===== src/rtl/uart_arb_pkg.sv =====
// Shared state encoding, default sizing and width helper for the UART TX arbiter.
package uart_arb_pkg;

    typedef enum logic {
        IDLE = 1'b0,
        SEND = 1'b1
    } arb_state_t;

    localparam int DEF_NUM_REQ = 4;
    localparam int DEF_DATA_W  = 8;

    function automatic int clog2(input int n);
        int r;
        r = 0;
        while ((1 << r) < n) r = r + 1;
        return r;
    endfunction

endpackage


===== src/rtl/rr_pick.sv =====
// Combinational circular-priority picker: first set bit of req after last, wrapping mod N.
// Latency: purely combinational. Backpressure: none; the caller decides whether the grant is used.
module rr_pick #(
    parameter int N     = 4,
    parameter int IDX_W = 2
) (
    input  logic [N-1:0]     req,
    input  logic [IDX_W-1:0] last,
    output logic [N-1:0]     grant,
    output logic [IDX_W-1:0] idx,
    output logic             any
);

    logic [IDX_W-1:0] cand;

    always_comb begin
        grant = '0;
        idx   = '0;
        cand  = '0;
        any   = |req;
        // Walk from farthest to nearest so the nearest set bit after last is the final write.
        for (int k = N; k >= 1; k--) begin
            cand = IDX_W'((int'(last) + k) % N);
            if (req[cand]) begin
                grant       = '0;
                grant[cand] = 1'b1;
                idx         = cand;
            end
        end
    end

endmodule


===== src/rtl/uart_tx_arbiter.sv =====
// Round-robin share of one UART TX serializer among NUM_REQ byte sources; UART_TX_ARB_LOCK_EN adds grant locking.
// Latency: byte accepted in IDLE, offered on tx_start the next cycle; at least 2 cycles per byte.
// Backpressure: tx_start/tx_data held until tx_ready; req_ready stays low while a byte is held.
module uart_tx_arbiter
    import uart_arb_pkg::*;
#(
    parameter int NUM_REQ = DEF_NUM_REQ,
    parameter int DATA_W  = DEF_DATA_W,
    parameter int ID_W    = clog2(NUM_REQ)
) (
    input  logic                      osc_clk,
    input  logic                      clr,
    input  logic [NUM_REQ-1:0]        req_valid,
    input  logic [NUM_REQ*DATA_W-1:0] req_data,
    input  logic [NUM_REQ-1:0]        req_lock,
    output logic [NUM_REQ-1:0]        req_ready,
    output logic [DATA_W-1:0]         tx_data,
    output logic                      tx_start,
    input  logic                      tx_ready,
    output logic [ID_W-1:0]           grant_id,
    output logic                      arb_busy
);

    arb_state_t         state;
    arb_state_t         state_nxt;
    logic [DATA_W-1:0]  hold;
    logic [ID_W-1:0]    grant_q;
    logic [ID_W-1:0]    last_grant;
    logic [NUM_REQ-1:0] eligible;
    logic [NUM_REQ-1:0] pick_grant;
    logic [ID_W-1:0]    pick_idx;
    logic               pick_any;
    logic [DATA_W-1:0]  pick_data;
    logic               accept;

`ifdef UART_TX_ARB_LOCK_EN
    logic               locked;
    logic [ID_W-1:0]    owner;
    logic               lock_live;

    // While the owner still asserts its lock nobody else is eligible, even if the owner is idle.
    assign lock_live = locked && req_lock[owner];
    assign eligible  = lock_live ? (req_valid & (NUM_REQ'(1) << owner)) : req_valid;

    always_ff @(posedge osc_clk) begin
        if (clr) begin
            locked <= 1'b0;
            owner  <= '0;
        end else if (state == IDLE) begin
            if (accept) begin
                locked <= req_lock[pick_idx];
                owner  <= pick_idx;
            end else if (!req_lock[owner]) begin
                locked <= 1'b0;
            end
        end
    end
`else
    logic unused_lock;

    assign unused_lock = ^req_lock;
    assign eligible    = req_valid;
`endif

    rr_pick #(
        .N     (NUM_REQ),
        .IDX_W (ID_W)
    ) u_pick (
        .req   (eligible),
        .last  (last_grant),
        .grant (pick_grant),
        .idx   (pick_idx),
        .any   (pick_any)
    );

    assign accept = (state == IDLE) && pick_any && !clr;

    always_comb begin
        pick_data = '0;
        for (int i = 0; i < NUM_REQ; i++) begin
            if (pick_grant[i]) pick_data = req_data[i*DATA_W +: DATA_W];
        end
    end

    always_ff @(posedge osc_clk) begin
        if (clr) state <= IDLE;
        else     state <= state_nxt;
    end

    always_comb begin
        state_nxt = state;
        req_ready = '0;
        case (state)
            IDLE: begin
                if (accept) begin
                    state_nxt = SEND;
                    req_ready = pick_grant;
                end
            end
            SEND: begin
                if (tx_ready) state_nxt = IDLE;
            end
            default: state_nxt = IDLE;
        endcase
    end

    // last_grant resets to the top index so requester 0 wins the first search.
    always_ff @(posedge osc_clk) begin
        if (clr) begin
            hold       <= '0;
            grant_q    <= '0;
            last_grant <= ID_W'(NUM_REQ - 1);
        end else if (accept) begin
            hold       <= pick_data;
            grant_q    <= pick_idx;
            last_grant <= pick_idx;
        end
    end

    assign tx_start = (state == SEND);
    assign arb_busy = (state == SEND);
    assign tx_data  = hold;
    assign grant_id = grant_q;

endmodule


===== config.mk =====
export PLATFORM = sky130hd
export DESIGN_NAME = uart_tx_arbiter
export DESIGN_NICKNAME = d
export VERILOG_FILES = /design/src/rtl/uart_arb_pkg.sv /design/src/rtl/rr_pick.sv /design/src/rtl/uart_tx_arbiter.sv
export SDC_FILE = /design/constraint.sdc
export NUM_CORES = 1
export LEC_CHECK = 0
export ABC_CLOCK_PERIOD_IN_PS = 3900
export CAP_MARGIN = 20
export CORE_ASPECT_RATIO = 1.4
export CORE_MARGIN = 4
export CORE_UTILIZATION = 42
export CTS_BUF_LIST = sky130_fd_sc_hd__clkbuf_4 sky130_fd_sc_hd__clkbuf_8 sky130_fd_sc_hd__clkbuf_16
export CTS_CLUSTER_SIZE = 10
export DETAILED_ROUTE_END_ITERATION = 10
export PLACE_DENSITY = 0.85
export SLEW_MARGIN = 20
export SYNTH_ARGS = -nofsm -noshare
export SYNTH_HDL_FRONTEND = slang
export SYNTH_HIERARCHICAL = 1
export SYNTH_SLANG_ARGS = --single-unit

===== constraint.sdc =====
create_clock -name osc_clk -period 3.9 [get_ports osc_clk]
set_input_delay 0.78 -clock osc_clk [delete_from_list [all_inputs] [get_ports osc_clk]]
set_output_delay 0.78 -clock osc_clk [all_outputs]
set_load 0.005 [all_outputs]

== Word level (Yosys, flattened, before mapping) ==
Cells that the tools add are included.

* Bits in registers: 13
* Bits of input ports: 43
* Output and inout port bits: 16
* Logic and storage cells: 58

* $add $sub $neg: 4
* Order comparisons: 8
* Muxes and demuxes: 33
* Bitwise gates (word level): 1
* Reduce and logical (&&, ||, !) cells: 8

{| class="wikitable"
|+ Operators by type and width
! cell !! number
|-
| 8-bit two-way mux || 4
|-
| 4-bit two-way mux || 6
|-
| 2-bit by 3-bit less-than comparator with 1-bit output (second input constant) || 4
|-
| 1-bit two-way mux || 10
|-
| 1-bit binary-select mux with 2-bit select || 4
|-
| 1-bit demux with 2-bit select || 4
|-
| 2-bit by 1-bit >= comparator with 1-bit output (second input constant) || 4
|-
| 2-bit two-way mux || 4
|-
| 1-bit logical AND || 6
|-
| 2-bit by 1-bit adder with 2-bit output (second input constant) || 2
|-
| 2-bit adder (second input constant) || 2
|-
| 4-bit OR reduction || 1
|-
| 1-bit case mux with 2 select lines || 1
|-
| 1-bit logical NOT || 1
|-
| 1-bit NOT || 1
|}

== Longest topological paths before layout ==
Gate-level depths: netlist of the first run.

* Depth after elaboration: 13
* Mapped depth: 12
* Depth with buffers taken out: 9

== By module ==
The synthesis of the first run kept the hierarchy.

{| class="wikitable"
|+ Modules (own cells, without submodules)
! module !! times used !! cells each !! area each (sq um) !! sequential area each (sq um)
|-
| uart_tx_arbiter || 1 || 98 || 842.1 || 260.2
|-
| rr_pick || 1 || 62 || 469.2 || 0.0
|}

== Worst setup path before layout of the first run ==
OpenSTA, ideal clock, no wires.

* Kind: flip-flop to output port
* From: register last_grant[0]
* To: output req_ready[3]
* Arrival: 2.757 ns
* Data required time: 3.120 ns
* Setup slack: 0.363 ns
* Cell stages (with the launch flop): 10
* Buffers on the path: 3
* Path through: dfxtp_1 -> buf_2 -> inv_1 -> ha_1 -> mux4_2 -> nand4b_1 -> a41oi_1 -> clkbuf_1 -> buf_2 -> and2_1

* Longest elaborated chain between the ends: 11
* Elaborated cells on any way between the ends: 38
* Those cells by class: 4 x add/sub; 8 x order compare; 22 x mux; 4 x reduce/logical

{| class="wikitable"
|+ RTL lines
! item !! line !! source
|-
| start, declared || uart_tx_arbiter.sv:28 || <nowiki>logic [ID_W-1:0] last_grant;</nowiki>
|-
| start signal, assigned || uart_tx_arbiter.sv:112 || <nowiki>last_grant <= ID_W'(NUM_REQ - 1);</nowiki>
|-
| start signal, assigned || uart_tx_arbiter.sv:116 || <nowiki>last_grant <= pick_idx;</nowiki>
|-
| 2-bit by 1-bit adder with 2-bit output || rr_pick.sv:23 || <nowiki>cand = IDX_W'((int'(last) + k) % N);</nowiki>
|-
| 2-bit by 3-bit less-than comparator with 1-bit output (not written as such) or 2-bit by 1-bit >= comparator with 1-bit output (tied branches) || rr_pick.sv:26 || <nowiki>grant[cand] = 1'b1;</nowiki>
|-
| 1-bit logical AND (not written as such) || rr_pick.sv:26 ||
|-
| 1-bit two-way mux (not written as such) || rr_pick.sv:26 ||
|-
| 1-bit demux with 2-bit select || n/a ||
|-
| 4-bit two-way mux (3 in a row) || rr_pick.sv:24 || <nowiki>if (req[cand]) begin</nowiki>
|-
| 4-bit two-way mux * || rr_pick.sv:24 ||
|-
| net pick_grant[3] || uart_tx_arbiter.sv:30 || <nowiki>logic [NUM_REQ-1:0] pick_grant;</nowiki>
|-
| 4-bit two-way mux * || uart_tx_arbiter.sv:95 || <nowiki>if (accept) begin</nowiki>
|-
| 4-bit two-way mux * || uart_tx_arbiter.sv:93 || <nowiki>case (state)</nowiki>
|-
| end, declared || uart_tx_arbiter.sv:16 || <nowiki>output logic [NUM_REQ-1:0] req_ready,</nowiki>
|}

Mark *: on every way through the listed nets, which the timed path passes. The rest lies on a longest branch. The select of a mux whose other input is x is not followed.

== Worst setup path after layout of the first run ==
* From: input req_valid[0]
* To: output req_ready[2]

* Longest elaborated chain between the ends: 8
* Elaborated cells on any way between the ends: 17
* Those cells by class: 14 x mux; 3 x reduce/logical

{| class="wikitable"
|+ RTL lines
! item !! line !! source
|-
| start, declared || uart_tx_arbiter.sv:13 || <nowiki>input logic [NUM_REQ-1:0] req_valid,</nowiki>
|-
| 1-bit binary-select mux with 2-bit select || rr_pick.sv:24 ||
|-
| 1-bit two-way mux (not written as such) || rr_pick.sv:24 ||
|-
| 4-bit two-way mux (3 in a row) || rr_pick.sv:24 ||
|-
| 4-bit two-way mux * || rr_pick.sv:24 ||
|-
| net pick_grant[2] || uart_tx_arbiter.sv:30 ||
|-
| 4-bit two-way mux * || uart_tx_arbiter.sv:95 ||
|-
| 4-bit two-way mux * || uart_tx_arbiter.sv:93 ||
|}

Marks and branches as above.

==> results of run 1 <==
final timing paths:
kind	start	end	slack [ns]	cells past startpoint
worst min register to register	grant_id[0]	grant_id[0]	0.45	2
worst max-delay path	req_valid[0]	req_ready[2]	0.08	7
worst min-delay path	grant_id[0]	grant_id[0]	0.45	2
worst max register to register	last_grant[1]	tx_data[5]	0.94	9
cell families (layout without fill, tap and decap cells):
group	after synthesis	in the layout	share of synthesized area, %
DFF	13	13	19.8
muxes	8	8	7.63
and+or+nand+nor	56	56	23.6
buffers and inverters	24	82	10.6
adders and majority gates	6	6	5.73
AOI/OAI and AO/OA	53	53	32.6
cell type report:
type	count	area, um2	share of cell area (%)
Sequential cell	13	260	13.2
Tap cell	37	46.3	2.34
Multi-Input combinational cell	123	927	47.0
Inverter	11	51.3	2.60
Clock buffer	4	48.8	2.47
Timing Repair Buffer	67	641	32.4
layout by cell type (no fill, tap or decap), drive strengths merged:
cell type      instances
clkdlybuf4s50         53
a21oi                 23
nor2                  14
dfxtp                 13
buf                   13
nand2                 11
nand3b                10
clkinvlp               8
a221o                  8
a211oi                 8
ha                     6
nand2b                 5
nand3                  5
and2                   4
nand4b                 4
o21ai                  4
clkbuf                 4
mux2i                  4
o211ai                 4
a41oi                  4
mux2                   3
inv                    3
a31oi                  2
nor2b                  1
dlymetal6s2s           1
mux4                   1
or3b                   1
or4                    1
registers in the layout (all words and copies together), names as in the netlist:
| signal | cells |
|---|---|
| arb_busy | 1 |
| tx_data | 8 |
| last_grant | 2 |
| grant_id | 2 |
critical path, stage by stage:
cell and delay [ns]:
clkdlybuf4s50_1 0.49, mux2_2 0.31, mux2i_2 0.46, nor2_1 0.12
a41oi_2 0.19, and2_1 0.18, clkdlybuf4s50_1 0.51
metrics by stage:
step / instances / instance area, um2
floorplan: 160 / 1310
global placement: 249 / 1890
detailed placement: 249 / 1890
CTS: 253 / 1940
global route: 255 / 1970
finish: 255 / 1970
metal layers:
metal | up-vias | share of wire (%) | routed length [um]
met5 | - | 0 | 0
met4 | 0 | 1.7 | 69
met3 | 7 | 5.2 | 210
met2 | 54 | 54 | 2220
met1 | 685 | 39 | 1570
li1 | 702 | - | -
what timing repair did:
item | CTS | global route
gates resized for setup | 0 | 3
setup endpoints to repair | 0 | 4
setup buffers | 0 | 2
where the power goes:
part           leakage [uW]  total [uW]  internal [uW]  switching [uW]
clock network     0.0000262         125           79.0            45.6
logic              0.000590         588            294             294
registers          0.000108         179            162            16.9
total              0.000724         891            534             357
==> impl_metrics.csv, run 1 <==
group,metric,value,unit
routing,wl_per_cell,16.0,um
timing,max_freq,262,MHz
logic_synthesis,synthArstFlopShare,0,%
timing,holdWs,0.452,ns
timing,min_period_over_period,98.0,%
routing,ant_nets,0,
worst_setup_path,startpoint_type,"input port",
layout,num-nets-final,268,
grt,grt_pass1_wl,6180,um
logic_synthesis,synthCells,160,
grt,antenna_found_initial,0,
power,power_density,451,nW/um2
logic_synthesis,yosys.area.top_type,"dfxtp_1",
die,die_h,74.1,um
timing,finalMaxSlewViolations,0,
worst_setup_path,crit_arrival,3.04,ns
die,rows,23,
logic_synthesis,synth_edf_count,0,
layout,fill_cells,255,
grt,grt-busiest-layer,"met2",
logic_synthesis,yosys.area.top_type_share,19.8,%
clocking,cts_root_buffer,"clkbuf_8",
hold_path,hp-class,"reg2reg",
clocking,cts_tree,"yes",
grt,grtUsageMet1,20.8,%
grt,grt_overflow,0,
clocking,cts_buffer_depth,2,
logic_synthesis,yosys_warnings,6,
routing,drtIter0Drc,54,
timing,fin_worst_skew,0.00252,ns
routing,num_vias,1448,
layout,final_util,67.3,%
place,hpwl,3120,um
logic_synthesis,synth_commonest_cells,"15 x a21oi_1, 14 x nor2_1, 13 x dfxtp_1, 11 x nand2_1, 10 x nand3b_1",
layout,diodes,0,
grt,met2_usage,35.5,%
timing,finalWorstSetupSlack,0.0770,ns
timing,tns,0,ns
clocking,clk_latency,0.24,ns
logic_synthesis,synth-seq-cells,13,
logic_synthesis,synth_area,1310,um2
timing,setup_viol,0,
logic_synthesis,synthesis.nets,209,
power,p_leak,0.000724,uW
clocking,holdBufCountCts,0,
grt,grt_pass1_vias,1358,
clocking,cts_num_sinks,13,
routing,wl,4070,um
place,preCtsSetupSlack,0.0351,ns
routing,vias_per_cell,5.68,
die,die_w,55.2,um
die,core-area,2940,um2
clocking,numCtsBuffers,3,
logic_synthesis,synthMostInstantiatedCell,"a21oi_1",
timing,layout_min_cycle_time,3.82,ns
place,port_buffers,54,
grt,track_usage,18.5,%
power,ir_drop,363,uV
logic_synthesis,syn_area_per_cell,8.20,um2
grt,use_met3,2.26,%
die,start_util,44.7,%
power,power.total,891,uW
place,finalWeightedCongestion,0.804,
timing,finalHoldViolCount,0,
layout,drive_gt1_share,23.4,%
status,status,"complete, no violations",
flow_run,maxCapViolations,0,
timing,maxSlewHeadroom,55.9,%
logic_synthesis,seq_area_frac_synth,19.8,%
timing,worst_pin_slew,0.660,ns
die,pin_count,59,
routing,route.detailed.drc,0,
routing,first_pass_iters,4,
logic_synthesis,ys_types,32,
clocking,clk_pin_slew,0.05,ns
layout,area_delta_synth_final,50.6,%
clocking,cts_max_level,1,
logic_synthesis,synth_ff_type,"dfxtp_1",
worst_setup_path,end_kind,"primary output",
worst_setup_path,critPathMaxFanout,9,
worst_setup_path,worstSetupPathType,"in2out",
logic_synthesis,synthTopCellsByArea,"dfxtp_1 20%, a211oi_2 7.6%, a221o_1 6.1%, a21oi_1 5.7%, ha_1 5.7%",
worst_setup_path,cp.required,3.12,ns
grt,grt_max_degree,18,
die,die-area,4090,um2
(Power assumes the default switching activity.)
==> run 2, diff against run 1 <==
Settings changed: CAP_MARGIN 20 to 0.
==> results of run 2 <==
Final layout, timing and power as in run 1 (identical DEF).
==> run 3, diff against run 2 <==
Settings changed: ABC_CLOCK_PERIOD_IN_PS 3900 to 3420, CELL_PAD_IN_SITES_DETAIL_PLACEMENT set to 0, CELL_PAD_IN_SITES_GLOBAL_PLACEMENT set to 2, CORE_UTILIZATION 42 to 20, PLACE_DENSITY 0.85 to 0.79.
Clock period 3.9 ns to 3.42 ns, I/O delays scaled along.
==> run 3 against run 2 <==
Non-clock buffer count up 20. Die area up 94%. Combinational power up 24%. Clock skew up 0.00073 ns. Power up 20%. Utilization down 33 points. Final cell count up 22%. Register-to-register slack worse by 0.31 ns. Final area up 10%. Critical path depth unchanged. Largest power group unchanged.
==> impl_metrics.csv, run 3 (synthesis results as in run 1) <==
group,metric,value,unit
die,core-area,6300,um2
worst_setup_path,rrSetupSlack,0.63,ns
clocking,cts_root_buffer,"clkbuf_8",
worst_setup_path,cp-endpoint,"req_ready[0]",
die,rows,34,
place,hpwl,3280,um
hold_path,hp-class,"reg2reg",
timing,layout_min_cycle_time,3.26,ns
die,die_w,76.4,um
status,status,"complete, no violations",
routing,wl_per_cell,13.8,um
worst_setup_path,r2r_start,"last_grant[0]",
grt,track_usage,10.8,%
worst_setup_path,worstRegToRegCells,9,
routing,first_pass_iters,4,
routing,wl,4280,um
layout,final_cells,310,
place,placed_cells,295,
power,ir_drop,123,uV
timing,fin_worst_skew,0.00325,ns
worst_setup_path,worstSetupStartpoint,"req_valid[2]",
power,power.total,1070,uW
clocking,clk_latency,0.24,ns
grt,antenna_found_initial,0,
layout,layout_common_cells,"48 x clkdlybuf4s50_1, 33 x buf_4, 15 x a21oi_1",
timing,min_period_over_period,95.4,%
worst_setup_path,critPathMaxFanout,5,
worst_setup_path,r2r_end,"tx_data[1]",
grt,grt_pass1_wl,7070,um
timing,finalHoldViolCount,0,
clocking,holdBufCountCts,0,
clocking,cts_max_level,1,
routing,vias_per_cell,4.69,
clocking,numCtsBuffers,3,
timing,max_freq,306,MHz
layout,num-nets-final,288,
worst_setup_path,crit_arrival,2.58,ns
timing,finalMaxSlewViolations,0,
power,power_density,492,nW/um2
worst_setup_path,end_kind,"primary output",
worst_setup_path,cp.required,2.74,ns
flow_run,maxCapViolations,0,
clocking,cts_tree,"yes",
worst_setup_path,startpoint_type,"input port",
routing,drtIter0Drc,63,
clocking,clk_pin_slew,0.05,ns
place,port_buffers,54,
layout,largest_register_ffs,8,
timing,rsz0062_at_grt,"false",
timing,holdWs,0.459,ns
timing,setup_viol,0,
timing,worst_pin_slew,0.771,ns
layout,final_util,34.6,%
timing,tns,0,ns
layout,diodes,0,
routing,route.detailed.drc,0,
place,finalWeightedCongestion,0.716,
clocking,cts_buffer_depth,2,
die,pin_count,59,
power,p_leak,0.000834,uW
layout,area_delta_synth_final,66.2,%
layout,drive_gt1_share,31.5,%
grt,grt_pass1_vias,1450,
routing,num_vias,1454,
grt,grt_max_degree,18,
timing,maxSlewHeadroom,48.5,%
worst_setup_path,worstSetupPathType,"in2out",
die,die_h,104,um
hold_path,min_from,"grant_id[1]",
grt,grt_overflow,0,
layout,final_common_cell,"clkdlybuf4s50_1",
routing,ant_nets,0,
die,start_util,20.8,%
die,die-area,7930,um2
clocking,cts_num_sinks,13,
==> run 3: area by class of cell <==
cell class | instances | area [um2]
inverters | 11 | 51.3
fillers | 670 | 4120
well taps | 72 | 90.1
multi-input cells | 123 | 947
flip-flops and latches | 13 | 262
repair buffers | 87 | 781
clock buffers | 4 | 48.8
==> run 3: worst min-delay path by stage <==
stage                        to  slack, ns  depth (start not counted)
floorplan           grant_id[0]       0.45                          2
global placement    grant_id[1]       0.45                          2
detailed placement  grant_id[1]       0.46                          2
CTS                 grant_id[1]       0.46                          2
global route        grant_id[1]       0.49                          2
finish              grant_id[1]       0.46                          2
==> run 3: repair_timing <==
item / 4_1_cts / 5_1_grt
endpoints found under the setup margin: 4 / 12
buffers inserted: 14 / 0
gates resized for setup: 10 / 0
pin swaps: 4 / 0
gates cloned: 0 / 0
==> run 3: metrics by stage <==
| stage | setup slack, ns | area [um2] |
|---|---|---|
| detailed placement | -0.154 | 2030 |
| global placement | -0.149 | 2030 |
| global route | 0.0637 | 2180 |
| finish | 0.156 | 2180 |
| floorplan | 0.0874 | 1310 |
| CTS | 0.0201 | 2200 |
==> run 3: report_power, final <==
part,switching (uW),total (uW),internal (uW)
Clock,51.5,141,90.0
Sequential,16.7,201,185
Combinational,350,729,379
Total,418,1070,653
==> run 3: metal layers <==
metal	GRT usage, %	part of all wire (%)	up-vias
met1	12.9	42	674
met2	19.6	53	34
met4	2.72	0.68	0
met3	1.91	3.8	2
met5	0	0	-
li1	-	-	744
==> run 3: critical path, stage by stage <==
cell,delay (ns)
clkdlybuf4s50_1,0.43
buf_4,0.16
or4_2,0.68
nand2b_1,0.12
nor2_1,0.07
and2_1,0.16
dlygate4sd2_1,0.26
==> variant: new RTL, flow settings as in run 3 <==
The option `UART_TX_ARB_LOCK_EN` is turned on by a define.
--- a/src/rtl/uart_tx_arbiter.sv
+++ b/src/rtl/uart_tx_arbiter.sv
@@ -3,2 +3,4 @@
 // Backpressure: tx_start/tx_data held until tx_ready; req_ready stays low while a byte is held.
+`define UART_TX_ARB_LOCK_EN
+
 module uart_tx_arbiter
Behaviour: not the same (Yosys sat finds a counterexample within 4 cycles, from zero or initial values).
==> variant against run 3 <==
Area after synthesis up 8.5%; design area is 15% higher; critical path type unchanged; routed wire length rose by 14%; die area increased by 7.7%; via count increased by 11%; total power rose by 3.0%; sequential cell count is 3 higher; the flow now finishes with violations (setup timing); critical path depth increased by 5; clock power up 21%; sequential power grew 13%; worst setup slack got worse by 0.22 ns; cell count up 13%; largest cell class unchanged; non-clock buffer count is 3 higher.
==> variant: results <==
set metrics [dict create \
    clockBufferDepth 2 \
    cp_top_family "multiplexers" \
    syn_avg_cell_area_um2 8.27 \
    switchingPower_mw 0.418 \
    rr_endpoint "tx_data[2]" \
    min_to "grant_id[0]" \
    vias_per_cell 4.64 \
    grt_pass1_wl_um 7900 \
    finalWorstSetupSlack_ns -0.0673 \
    wl_um 4900 \
    routedWlPerCell_um 14.0 \
    layout.nets 304 \
    grt_max_degree 18 \
    io_buffer_count 58 \
    tightestPinTransition_ns 0.418 \
    n_fill_cell 764 \
    dp_hpwl_um 3600 \
    synth_fp_nets 221 \
    reg2reg_slack_ns 0.28 \
    clock_skew_ns 0.00423 \
    hold_class "register to register" \
    p_leak_nw 0.981 \
    cts.clk_slew.worst_paths_ns 0.07 \
    r2r_cells 11 \
    yosysSeqAreaShare_pct 22.5 \
    violations "setup timing" \
    drt_iter0_drc 65 \
    critical_path.max_fanout 4 \
    hp-start "grant_id[0]" \
    track_usage_pct 11.5 \
    drive_gt1_share_pct 31.1 \
    slowest_delay_ns 0.54 \
    dr.pass1.iters 4 \
    max-vdd-ir-drop_uv 131 \
    synth_common_cells "22 x a21oi_1, 16 x dfxtp_1, 15 x nor2_1, 12 x nand2_1, 11 x inv_1" \
    dp_cells 333 \
    pre_cts_ws_ns -0.787 \
    status "complete, but fails checks" \
    root_buffer "clkbuf_8" \
    cp_data_arrival_time_ns 2.80 \
    first_global_vias 1648 \
    synth_area_leaders "dfxtp_1 23%, mux4_2 7.9%, a21oi_1 7.7%" \
    setup_viol 4 \
    finalWeightedCongestion 0.741 \
    cpMaxStageDelayCell "mux4_2" \
]
variant: power by group through the flow:
stage	Combinational, mW	Clock (mW)	Sequential, mW
floorplan	0.375	0	0.236
global placement	0.601	0	0.230
CTS	0.676	0.177	0.228
global route	0.773	0.189	0.232
detailed placement	0.603	0	0.230
finish	0.704	0.171	0.228
variant: timing repair:
action,4_1_cts,5_1_grt
hold buffers,0,0
pin swaps,12,10
buffers inserted,10,2
cloned,1,0
resized for setup,56,15
endpoints found under the setup margin,13,6
variant: area by class of cell:
cell class / instances / area, um2 / share of cell area [%]
inverter: 11 / 41.3 / 1.65
timing repair buffer: 90 / 835 / 33.4
tap: 95 / 119 / 4.75
multi-input combinational: 133 / 1130 / 45.2
clock buffer: 4 / 55.1 / 2.20
sequential: 16 / 320 / 12.8
variant: cells by family (layout without fill, tap and decap cells):
family,Yosys count,after routing,share of synthesized area [%]
AOI/OAI and AO/OA,58,59,28.6
and+or+nand+nor,57,57,22.0
buffers and inverters,24,105,9.23
DFF,16,16,22.5
muxes,11,11,12.4
adders and majority gates,6,6,5.28
variant: how the worst max path moves through the flow:
stage	start	to	depth (start not counted)
2_1_floorplan	req_lock[3]	req_ready[3]	9
3_3_place_gp	req_lock[1]	req_ready[1]	10
3_5_place_dp	req_lock[1]	req_ready[1]	10
4_1_cts	req_lock[3]	req_ready[1]	11
5_1_grt	req_lock[3]	req_ready[3]	12
6_report	req_lock[3]	req_ready[3]	12
variant: worst reg2reg max path, cell delays in order (launching register included):
cell and delay, ns:
dfxtp_1 0.32, mux4_2 0.42, nand2_4 0.09, o21a_4 0.25, mux4_2 0.57, buf_6 0.17, a221oi_4 0.27, a21oi_2 0.09
buf_4 0.19, nand3b_1 0.17, a221o_1 0.32, a211oi_1 0.20
variant: metrics by stage:
stage | area, um2 | hold WS (ns) | setup TNS [ns] | power, mW
after floorplan | 1430 | 0.453 | 0 | 0.611
after global placement | 2200 | 0.449 | -6.23 | 0.831
after detailed placement | 2200 | 0.447 | -6.93 | 0.834
after CTS | 2420 | 0.456 | -0.188 | 1.08
after global routing | 2500 | 0.486 | -0.478 | 1.19
final | 2500 | 0.453 | -0.158 | 1.10
variant: layer usage:
metal	vias up	global-route usage (%)	wire, um
met5	-	0	0
li1	800	-	-
met4	0	2.83	42
met2	51	20.8	2600
met3	4	1.51	269
met1	764	14.2	1990
